## src/rtl/gzip_axis_out_bridge.sv

```systemverilog
// gzip_axis_out_bridge
//   Drains the compression core's output FIFO into an AXI4-Stream master.
//   A 3-entry holding buffer sits between the FIFO and the stream. One word
//   is always held back until the end of the stream is known, so that TLAST
//   and the partial TKEEP of the final word are correct when it is presented.
//
// Ports
//   core_clock     sole clock
//   bus_reset      synchronous, active-high reset
//   fifo_empty     core output FIFO empty
//   fifo_rden      FIFO read enable (combinational)
//   fifo_data      FIFO read data, valid the cycle after fifo_rden
//   stream_done    one-cycle pulse: the core has written its final word
//   last_bytes     valid bytes in the final word (0 = all), taken with stream_done
//   m_axis_*       AXI4-Stream master (tdata/tvalid/tready/tlast/tkeep)
//   word_count     beats accepted so far in the current stream (saturating)
//
// Build option
//   GZIP_OUT_BSWAP_EN  byte-reverse tdata and mirror the partial tkeep so the
//                      valid bytes of a short final word sit in the high lanes.

module gzip_axis_out_bridge #(
    parameter  int DATA_W = 32,
    localparam int KEEP_W = DATA_W / 8,
    localparam int LB_W   = $clog2(KEEP_W)
) (
    input  logic              core_clock,
    input  logic              bus_reset,
    input  logic              fifo_empty,
    output logic              fifo_rden,
    input  logic [DATA_W-1:0] fifo_data,
    input  logic              stream_done,
    input  logic [LB_W-1:0]   last_bytes,
    output logic [DATA_W-1:0] m_axis_tdata,
    output logic              m_axis_tvalid,
    input  logic              m_axis_tready,
    output logic              m_axis_tlast,
    output logic [KEEP_W-1:0] m_axis_tkeep,
    output logic [31:0]       word_count
);

    // Byte ordering between the FIFO and the stream.
    function automatic logic [DATA_W-1:0] byte_order(input logic [DATA_W-1:0] d);
        logic [DATA_W-1:0] r;
`ifdef GZIP_OUT_BSWAP_EN
        for (int i = 0; i < KEEP_W; i++) begin
            r[8*i +: 8] = d[8*(KEEP_W-1-i) +: 8];
        end
`else
        r = d;
`endif
        return r;
    endfunction

    // Holding buffer, entry 0 is the head. Data entries carry no reset.
    logic [DATA_W-1:0] buf_q [3];
    logic [DATA_W-1:0] buf_d [3];
    logic [1:0]        cnt_q, cnt_d;
    logic              inflight_q;
    logic              armed_q, armed_d;
    logic [LB_W-1:0]   last_bytes_q, last_bytes_d;
    logic [31:0]       word_count_q, word_count_d;

    logic              drained;
    logic              tvalid_c;
    logic              tlast_c;
    logic              pop;
    logic              end_stream;
    logic [1:0]        wr_idx;
    logic [2:0]        occ_after;
    logic [KEEP_W-1:0] keep_c;

    // Stream handshake and FIFO read decision
    always_comb begin
        drained  = armed_q & fifo_empty & ~inflight_q;
        // Outputs are forced idle during the reset cycle itself, before the
        // registers have had an edge to clear.
        tvalid_c = ~bus_reset & ((cnt_q >= 2'd2) | (drained & (cnt_q == 2'd1)));
        tlast_c  = ~bus_reset & drained & (cnt_q == 2'd1);
        pop      = tvalid_c & m_axis_tready;
        // Occupancy once the outstanding read lands and this cycle's pop
        // leaves; the sum of cnt and inflight never exceeds 3.
        occ_after = {1'b0, cnt_q} + {2'b00, inflight_q} - {2'b00, pop};
        fifo_rden = ~fifo_empty & ~bus_reset & (occ_after < 3'd3);
    end

    // Buffer next state: shift on pop, append returning read data behind
    // whatever remains.
    always_comb begin
        buf_d  = buf_q;
        wr_idx = cnt_q - {1'b0, pop};
        if (pop) begin
            buf_d[0] = buf_q[1];
            buf_d[1] = buf_q[2];
        end
        for (int i = 0; i < 3; i++) begin
            if (inflight_q && (wr_idx == 2'(i))) begin
                buf_d[i] = fifo_data;
            end
        end
        cnt_d = cnt_q + {1'b0, inflight_q} - {1'b0, pop};
    end

    // Stream bookkeeping: arming, final-word byte count, beat counter
    always_comb begin
        armed_d      = armed_q;
        last_bytes_d = last_bytes_q;
        word_count_d = word_count_q;
        // A stream ends either with its tlast beat or, for an empty stream,
        // when the FIFO drains with nothing buffered.
        end_stream   = (pop & tlast_c) | (drained & (cnt_q == 2'd0));
        if (end_stream) begin
            armed_d      = 1'b0;
            word_count_d = '0;
        end else if (pop && (word_count_q != 32'hFFFF_FFFF)) begin
            word_count_d = word_count_q + 32'd1;
        end
        // A done pulse is accepted when idle, or when it coincides with the
        // end of the previous stream.
        if (stream_done && (!armed_q || end_stream)) begin
            armed_d      = 1'b1;
            last_bytes_d = last_bytes;
        end
    end

    // Partial keep on the final beat only
    always_comb begin
        keep_c = '1;
        if (tlast_c && (last_bytes_q != '0)) begin
            for (int i = 0; i < KEEP_W; i++) begin
`ifdef GZIP_OUT_BSWAP_EN
                keep_c[KEEP_W-1-i] = (LB_W'(i) < last_bytes_q);
`else
                keep_c[i] = (LB_W'(i) < last_bytes_q);
`endif
            end
        end
    end

    // Control registers
    always_ff @(posedge core_clock) begin
        if (bus_reset) begin
            cnt_q        <= '0;
            inflight_q   <= 1'b0;
            armed_q      <= 1'b0;
            last_bytes_q <= '0;
            word_count_q <= '0;
        end else begin
            cnt_q        <= cnt_d;
            inflight_q   <= fifo_rden;
            armed_q      <= armed_d;
            last_bytes_q <= last_bytes_d;
            word_count_q <= word_count_d;
        end
    end

    // Data registers
    always_ff @(posedge core_clock) begin
        for (int i = 0; i < 3; i++) begin
            buf_q[i] <= buf_d[i];
        end
    end

    // An empty buffer shows zero data so the bus is quiet after reset.
    assign m_axis_tdata  = (bus_reset || (cnt_q == 2'd0)) ? '0 : byte_order(buf_q[0]);
    assign m_axis_tvalid = tvalid_c;
    assign m_axis_tlast  = tlast_c;
    assign m_axis_tkeep  = keep_c;
    assign word_count    = word_count_q;

endmodule

```

## config.mk

```make
export PLATFORM = sky130hd
export DESIGN_NAME = gzip_axis_out_bridge
export DESIGN_NICKNAME = d
export VERILOG_FILES = /design/src/rtl/gzip_axis_out_bridge.sv
export SDC_FILE = /design/constraint.sdc
export NUM_CORES = 1
export LEC_CHECK = 0
export CAP_MARGIN = 15
export CORE_ASPECT_RATIO = 0.5
export CORE_MARGIN = 2
export CORE_UTILIZATION = 40
export CTS_CLUSTER_DIAMETER = 50
export CTS_CLUSTER_SIZE = 25
export DETAILED_ROUTE_END_ITERATION = 12
export DONT_BUFFER_PORTS = 1
export MAX_ROUTING_LAYER = met4
export PLACE_DENSITY = 0.59
export SLEW_MARGIN = 20
export SYNTH_ARGS = -nofsm -noshare
export SYNTH_HDL_FRONTEND = slang
export SYNTH_SLANG_ARGS = --single-unit
```

## constraint.sdc

```tcl
create_clock -name core_clock -period 7.4 [get_ports core_clock]
set_input_delay 1.48 -clock core_clock [delete_from_list [all_inputs] [get_ports core_clock]]
set_output_delay 1.48 -clock core_clock [all_outputs]
set_load 0.03 [all_outputs]
```

Word level (Yosys, flattened, before mapping)
Index checks and enable logic that the tools add are counted.
{"block": "word_totals", "register_bits": 134, "inputBits": 39, "out_inout_bits": 71, "wordCells": 63}
{"block": "op_classes", "addsub": 6, "magnitude_cmp": 6, "n_eq_ne": 4, "n_mux": 7, "bitwise": 16, "n_reduce_logical": 16}
{"op": "32-bit two-way mux", "n": 3}
{"op": "64-bit two-way mux", "n": 1}
{"op": "32-bit by 1-bit adder with 32-bit output (second input constant)", "n": 1}
{"op": "32-bit inequality test (second input constant)", "n": 1}
{"op": "1-bit bitwise AND", "n": 11}
{"op": "2-bit nonzero test", "n": 4}
{"op": "1-bit logical AND", "n": 6}
{"op": "2-bit by 1-bit == test with 1-bit output (second input constant)", "n": 2}
{"op": "2-bit logical NOT", "n": 2}
{"op": "1-bit by 2-bit < comparator with 1-bit output (first input constant)", "n": 2}
{"op": "2-bit < comparator (first input constant)", "n": 2}
{"op": "4-bit two-way mux", "n": 1}
{"op": "2-bit by 1-bit subtractor with 2-bit output", "n": 2}
{"op": "2-bit by 1-bit adder with 3-bit output", "n": 1}
{"op": "3-bit by 2-bit < comparator with 1-bit output (second input constant)", "n": 1}
{"op": "1-bit NOT", "n": 3}
{"op": "3-bit by 1-bit subtractor with 3-bit output", "n": 1}
{"op": "2-bit by 1-bit adder with 2-bit output", "n": 1}
{"op": "2-bit == test (second input constant)", "n": 1}
{"op": "2-bit >= comparator (second input constant)", "n": 1}
{"op": "1-bit logical OR", "n": 2}
{"op": "1-bit two-way mux", "n": 2}
{"op": "1-bit OR", "n": 2}
{"op": "2-bit OR reduction", "n": 1}
{"op": "1-bit logical NOT", "n": 1}

Logic depth before layout (Yosys ltp)
Gate-level depths: netlist of run 1.
{"block": "logic_depth", "word_depth": 11, "ltp_mapped": 10, "mapped_depth_nobuf": 10}

Worst setup path before layout of run 1
No wires, ideal clock.
{"block": "synth_path", "path_type": "input to output", "from": "in bus_reset", "to": "out fifo_rden", "arrival_time_ns": 4.525, "required_ns": 5.920, "slack_ns": 1.395, "cell_stages": 10, "path_buffers": 0, "path_cell_list": "nand2b_1 a21o_1 inv_2 ha_1 inv_1 ha_1 inv_1 fa_1 xor2_1 a2111oi_0"}
{"block": "synth_via", "elab_chain_len": 6, "elab_cells_between_ends": 7}
{"element": "from (decl)", "line": "28", "source": "input logic bus_reset,"}
{"element": "1-bit NOT *", "line": "78, 84"}
{"element": "1-bit bitwise AND", "line": "78", "source": "tvalid_c = ~bus_reset & ((cnt_q >= 2'd2) | (drained & (cnt_q == 2'd1)));"}
{"element": "1-bit bitwise AND", "line": "80", "source": "pop = tvalid_c & m_axis_tready;"}
{"element": "3-bit by 1-bit subtractor with 3-bit output", "line": "83", "source": "occ_after = {1'b0, cnt_q} + {2'b00, inflight_q} - {2'b00, pop};"}
{"element": "3-bit by 2-bit < comparator with 1-bit output", "line": "84", "source": "fifo_rden = ~fifo_empty & ~bus_reset & (occ_after < 3'd3);"}
{"element": "1-bit bitwise AND *", "line": "84"}
{"element": "to (decl)", "line": "30", "source": "output logic fifo_rden,"}
Mark *: on every way between the ends. The rest lies on a longest branch, timed or not.

Worst setup path after layout of run 1
Same ends and word-level chain as after synthesis.

==> impl_metrics.py, run 1 <==
metrics = {
    "logic_synthesis": {
        "netlist_area_sq_um": 5932,
        "syn-num-nets": 499,
        "synth-seq-area-share_pct": 61.42,
        "synthCells": 455,
        "synth_commonest_cells": "edfxtp_1, mux2_2, dfxtp_1, and2_1, a21oi_1",
        "syn_avg_cell_area_sq_um": 13.04,
        "synth-edff-count": 96,
        "synthArstFlopShare_pct": 0,
        "synth_top_area_share_pct": 48.60,
        "synthTopCellsByArea": "edfxtp_1, dfxtp_1, mux2_2",
        "ys_ff_latch": 134,
        "yosysMostFrequentCell": "edfxtp_1",
        "synth_top_area_cell": "edfxtp_1",
        "yosys_most_used_dff": "edfxtp_1",
        "synth_cell_types": 54,
        "ys_warn_count": 0,
    },
    "placed_design": {
        "dpl_cell_area_sq_um": 6128,
        "dpl_worst_slack_ns": 1.949,
        "hpwl_mm": 7.324,
        "globalplace.congestion": 0.7563,
        "port_buffers": 0,
    },
    "detailed_routing": {
        "wl_per_cell_um": 17.60,
        "drt_iter0_markers": 289,
        "drt_pass1_iterations": 6,
        "post-route-drc-count": 0,
        "wirelength_mm": 11.74,
        "vias_per_cell": 5.376,
        "vias": 3586,
        "ant_nets": 0,
    },
    "floorplanning": {
        "core_area_sq_um": 14470,
        "rows": 31,
        "chipWidth_um": 176.2,
        "dieArea_sq_um": 15880,
        "initial_core_util_pct": 41.00,
        "die_y_um": 90.11,
        "pin_count": 110,
    },
    "clock_tree": {
        "cts.sinks": 134,
        "clk_pin_slew_ns": 0.07,
        "cts_resized": 0,
        "postCtsSetupBuffers": 0,
        "cts_htree_levels": 4,
        "cts_buffers": 17,
        "insertion_delay_ns": 0.42,
        "root_buffer": "clkbuf_16",
        "cts_tree": "built",
        "hold_buffers": 0,
        "cts_buffer_depth": 2,
    },
    "timing": {
        "setup_ws_ns": 1.951,
        "hold_viol": 0,
        "clock.fmax_mhz": 183.5,
        "timing.final.crit_share_pct": 73.64,
        "tns_ns": 0,
        "slew_violations": 0,
        "setup_violations": 0,
        "min_period_ns": 5.449,
        "slew_headroom_pct": 29.58,
        "rsz0062_at_grt": "false",
        "fin_worst_skew_ns": 0.01105,
        "hold_ws_ns": 0.5396,
        "worst_slew_pin_slew_ns": 1.048,
    },
    "critical_path": {
        "end_kind": "primary output",
        "path_class": "in2out",
        "worst-path-buf-inv": 3,
        "cp.required_ns": 5.92,
        "critPathSlowestCell": "a2111oi_2",
        "path_max_fanout": 13,
        "crit_family": "compound AO/OA/AOI/OAI gates",
        "crit_chain": "nand2b_1 > a21o_1 > inv_2 > ha_1 > inv_1 > ha_1 > inv_1 > fa_1 > xor2_1 > a2111oi_2",
        "startpoint_type": "primary input",
        "critical_path_arrival_ns": 3.97,
        "slowest_delay_ns": 0.83,
    },
    "layout": {
        "diodes": 0,
        "syn2layout_area_growth_pct": 13.12,
        "num-nets-final": 500,
        "finalCoreUtilization_pct": 46.38,
        "fillers": 1303,
        "layout-drive-gt1-share_pct": 25.37,
        "postLayoutCellArea_sq_um": 6710,
    },
    "global_routing": {
        "grt_pass1_wl_mm": 19.05,
        "grt_overflow": 0,
        "grt_antenna_before_repair": 0,
        "grt_use_total_pct": 16.03,
        "grt_pass1_vias": 3454,
        "grt_max_degree": 34,
    },
    "hold_path": {
        "min_path_type": "reg2reg",
    },
    "power": {
        "p_per_area_nw_per_um2": 280.2,
        "ir_worst_vdd_mv": 0.1045,
        "p_leak_nw": 2.216,
    },
    "status": {
        "status": "finished clean",
    },
    "flow_run": {
        "cap_viol_max_count": 0,
    },
}
[sequential cells by signal (all words and copies together), names as in the netlist]
register      count
buf_q            96
word_count       32
cnt_q             2
last_bytes_q      2
armed_q           1
inflight_q        1
[metal layers]
layer / up-vias / track usage [%] / wire length (um)
met1: 1779 / 20.48 / 5337
li1: 1728 / - / -
met3: 14 / 5.795 / 757
met4: 0 / 5.372 / 117
met2: 65 / 23.69 / 5527
met5: - / - / 0
[through the flow]
stage / cells / power [mW]
detailed placement: 635 / 1.079
global placement: 635 / 1.075
floorplan: 455 / 1.038
CTS: 667 / 1.905
global route: 667 / 1.954
finish: 667 / 1.880
[cells in the final DEF (no fill, tap or decap), types with 4 or more instances in the layout]
cell,count
nand2_1,24
o31ai_1,4
o21ai_1,14
ha_1,4
xnor2_1,4
inv_6,5
o21ai_0,7
nor2_1,15
dfxtp_1,38
a21oi_1,25
nor3_1,4
mux2_2,64
and3_1,5
edfxtp_1,96
or4_1,8
nand4_1,6
or3_1,15
nand3_1,11
inv_1,11
clkbuf_16,17
and2_1,32
[worst paths after layout]
check,startpoint,end,slack [ns],cells after the start
setup / recovery,bus_reset,fifo_rden,1.95,10
setup reg to reg,inflight_q$_SDFF_PP0_,buf_q[75]$_DFFE_PP_,3.91,7
hold reg to reg,buf_q[47]$_DFFE_PP_,buf_q[79]$_DFFE_PP_,0.54,1
hold / removal,buf_q[47]$_DFFE_PP_,buf_q[79]$_DFFE_PP_,0.54,1
[cell families (layout without fill, tap and decap cells)]
family / after synthesis / after routing / share of synthesized area [%]
AOI/OAI and AO/OA: 71 / 71 / 8.036
other: 1 / 1 / 0.06322
buffers and inverters: 34 / 48 / 2.489
xor gates and xnor gates: 6 / 6 / 0.8859
adders and majority gates: 5 / 5 / 1.181
muxes: 66 / 66 / 12.49
DFF: 134 / 134 / 61.42
and+or+nand+nor: 138 / 138 / 13.44
[area by class of cell]
type | count | area (sq um) | share of cell area (%)
inverter | 13 | 48.80 | 0.7272
multi-input combinational | 287 | 2166 | 32.28
sequential | 134 | 3643 | 54.30
clock inverter | 15 | 156.4 | 2.331
clock buffer | 17 | 425.4 | 6.340
tap | 198 | 247.7 | 3.692
timing repair buffer | 3 | 22.52 | 0.3356
[power by group]
part	total (mW)	switching [mW]	internal (mW)
Sequential	0.876	0.0135	0.863
Combinational	0.181	0.119	0.0622
Clock	0.822	0.373	0.449
Total	1.88	0.506	1.37
(Power assumes the default switching activity.)
==> inputs of run 2 (changes only) <==
clock period = 5.1 ns   (was 7.4 ns; I/O delays follow)
==> impl_metrics.py, run 2 (same netlist as run 1, synthesis figures left out) <==
metrics = {
    "status": {
        "status": "finished clean",
    },
    "placed_design": {
        "dpl_worst_slack_ns": 0.8932,
        "hpwl_mm": 7.514,
        "place_inst": 638,
        "dpl_cell_area_sq_um": 6151,
        "globalplace.congestion": 0.7342,
        "port_buffers": 0,
    },
    "clock_tree": {
        "root_buffer": "clkbuf_16",
        "cts_htree_levels": 4,
        "cts_tree": "built",
        "hold_buffers": 0,
        "cts_resized": 0,
        "cts_buffers": 17,
        "cts_buffer_depth": 2,
        "clk_pin_slew_ns": 0.07,
        "insertion_delay_ns": 0.42,
        "cts.sinks": 134,
        "postCtsSetupBuffers": 0,
    },
    "critical_path": {
        "critPathSlowestCell": "fa_1",
        "crit_chain": "nand2b_1 > a21o_1 > inv_2 > ha_1 > inv_1 > ha_1 > inv_1 > fa_1 > xor2_1 > a2111oi_2 > buf_4",
        "crit_start": "bus_reset",
        "path_max_fanout": 13,
        "reg2reg_slack_ns": 2.33,
        "r2r-end": "buf_q[72]$_DFFE_PP_",
        "path_class": "in2out",
        "cp.required_ns": 4.08,
        "startpoint_type": "primary input",
        "end_kind": "primary output",
        "worstReg2RegStart": "inflight_q$_SDFF_PP0_",
        "worstRegToRegCells": 8,
        "critical_path_arrival_ns": 3.16,
        "slowest_delay_ns": 0.37,
    },
    "floorplanning": {
        "core_area_sq_um": 14470,
        "dieArea_sq_um": 15880,
        "pin_count": 110,
        "initial_core_util_pct": 41.00,
        "rows": 31,
        "chipWidth_um": 176.2,
        "die_y_um": 90.11,
    },
    "layout": {
        "layout_common_cells": "edfxtp_1, mux2_2, dfxtp_1",
        "layout-drive-gt1-share_pct": 25.85,
        "postLayoutCellArea_sq_um": 6710,
        "syn2layout_area_growth_pct": 13.12,
        "num-nets-final": 503,
        "largest_register_ffs": 96,
        "layoutNonFillerInstCount": 670,
        "diodes": 0,
        "largest-register": "buf_q",
        "final_common_cell": "edfxtp_1",
    },
    "timing": {
        "hold_viol": 0,
        "worst_slew_pin_slew_ns": 1.021,
        "timing.final.crit_share_pct": 81.91,
        "tns_ns": 0,
        "slew_violations": 0,
        "min_period_ns": 4.177,
        "fin_worst_skew_ns": 0.01383,
        "setup_violations": 0,
        "rsz0062_at_grt": "false",
        "setup_ws_ns": 0.9228,
        "clock.fmax_mhz": 239.4,
        "slew_headroom_pct": 31.80,
    },
    "global_routing": {
        "grt_overflow": 0,
        "grt_pass1_wl_mm": 19.31,
        "grt_max_degree": 33,
        "grt_use_total_pct": 16.05,
        "grt_pass1_vias": 3635,
        "grt_antenna_before_repair": 0,
    },
    "power": {
        "clkPwrFrac_pct": 42.8,
        "p_leak_nw": 2.217,
        "p_int_mw": 1.986,
        "comb_power_share_pct": 10.0,
        "swShare_pct": 26.24,
        "p_sw_mw": 0.7067,
        "ir_worst_vdd_mv": 0.1662,
        "p_per_area_nw_per_um2": 401.3,
        "seqPwrFrac_pct": 47.2,
    },
    "detailed_routing": {
        "drt_iter0_markers": 240,
        "drt_pass1_iterations": 4,
        "wl_per_cell_um": 17.82,
        "ant_nets": 0,
        "vias_per_cell": 5.394,
        "post-route-drc-count": 0,
        "vias": 3614,
        "wirelength_mm": 11.94,
    },
    "hold_path": {
        "hold_end": "buf_q[66]$_DFFE_PP_",
        "min-delay-start": "buf_q[34]$_DFFE_PP_",
        "hold_depth": 1,
        "min_path_type": "reg2reg",
    },
    "flow_run": {
        "cap_viol_max_count": 0,
    },
}
## run 2: changes by cell type in the layout (fill, tap and decap cells not counted), sizes merged
cell / delta
buf: +3
clkinv: -2
clkinvlp: +2
## run 2: worst max-delay path by stage
stage                      to  cells past startpoint
floorplan           fifo_rden                     10
global placement    fifo_rden                     11
detailed placement  fifo_rden                     11
CTS                 fifo_rden                     11
global route        fifo_rden                     11
finish              fifo_rden                     11
## run 2: critical path, delay by kind of cell
family                     cells  cell delay (ns)
xor gates and xnor gates       1             0.17
adders and majority gates      3             0.74
buffers and inverters          4             0.48
and+or+nand+nor                1             0.19
AOI/OAI and AO/OA              2             0.56
## run 2: final cells by class
| type | instances | area [sq um] |
|---|---|---|
| Timing Repair Buffer | 6 | 45.04 |
| Clock buffer | 17 | 425.4 |
| Fill cell | 1316 | 7757 |
| Multi-Input combinational cell | 287 | 2166 |
| Sequential cell | 134 | 3643 |
| Clock inverter | 15 | 133.9 |
| Tap cell | 198 | 247.7 |
| Inverter | 13 | 48.80 |
## run 2: per-layer routing
metal  wire, um  global-route usage [%]
met1       5314                   18.87
met2       5765                   25.65
met3        764                   6.176
met4         96                   4.752
met5          0                       -
## run 2: per-stage QoR
| step | total power, mW | util [%] | hold WS (ns) |
|---|---|---|---|
| global route | 2.803 | 46.38 | 0.5536 |
| floorplan | 1.507 | - | 0.5087 |
| finish | 2.693 | 46.38 | 0.5416 |
| CTS | 2.726 | 46.38 | 0.5424 |
| detailed placement | 1.569 | 42.51 | 0.5327 |
| global placement | 1.564 | 42.51 | 0.5254 |
## run 2: power groups by stage
stage                     clock network, mW  logic (mW)  registers (mW)
final                                  1.15       0.268            1.27
after detailed placement                  0       0.273            1.30
after global placement                    0       0.269            1.30
after global routing                   1.23       0.293            1.28
after CTS                              1.18       0.274            1.27
after floorplan                           0       0.218            1.29
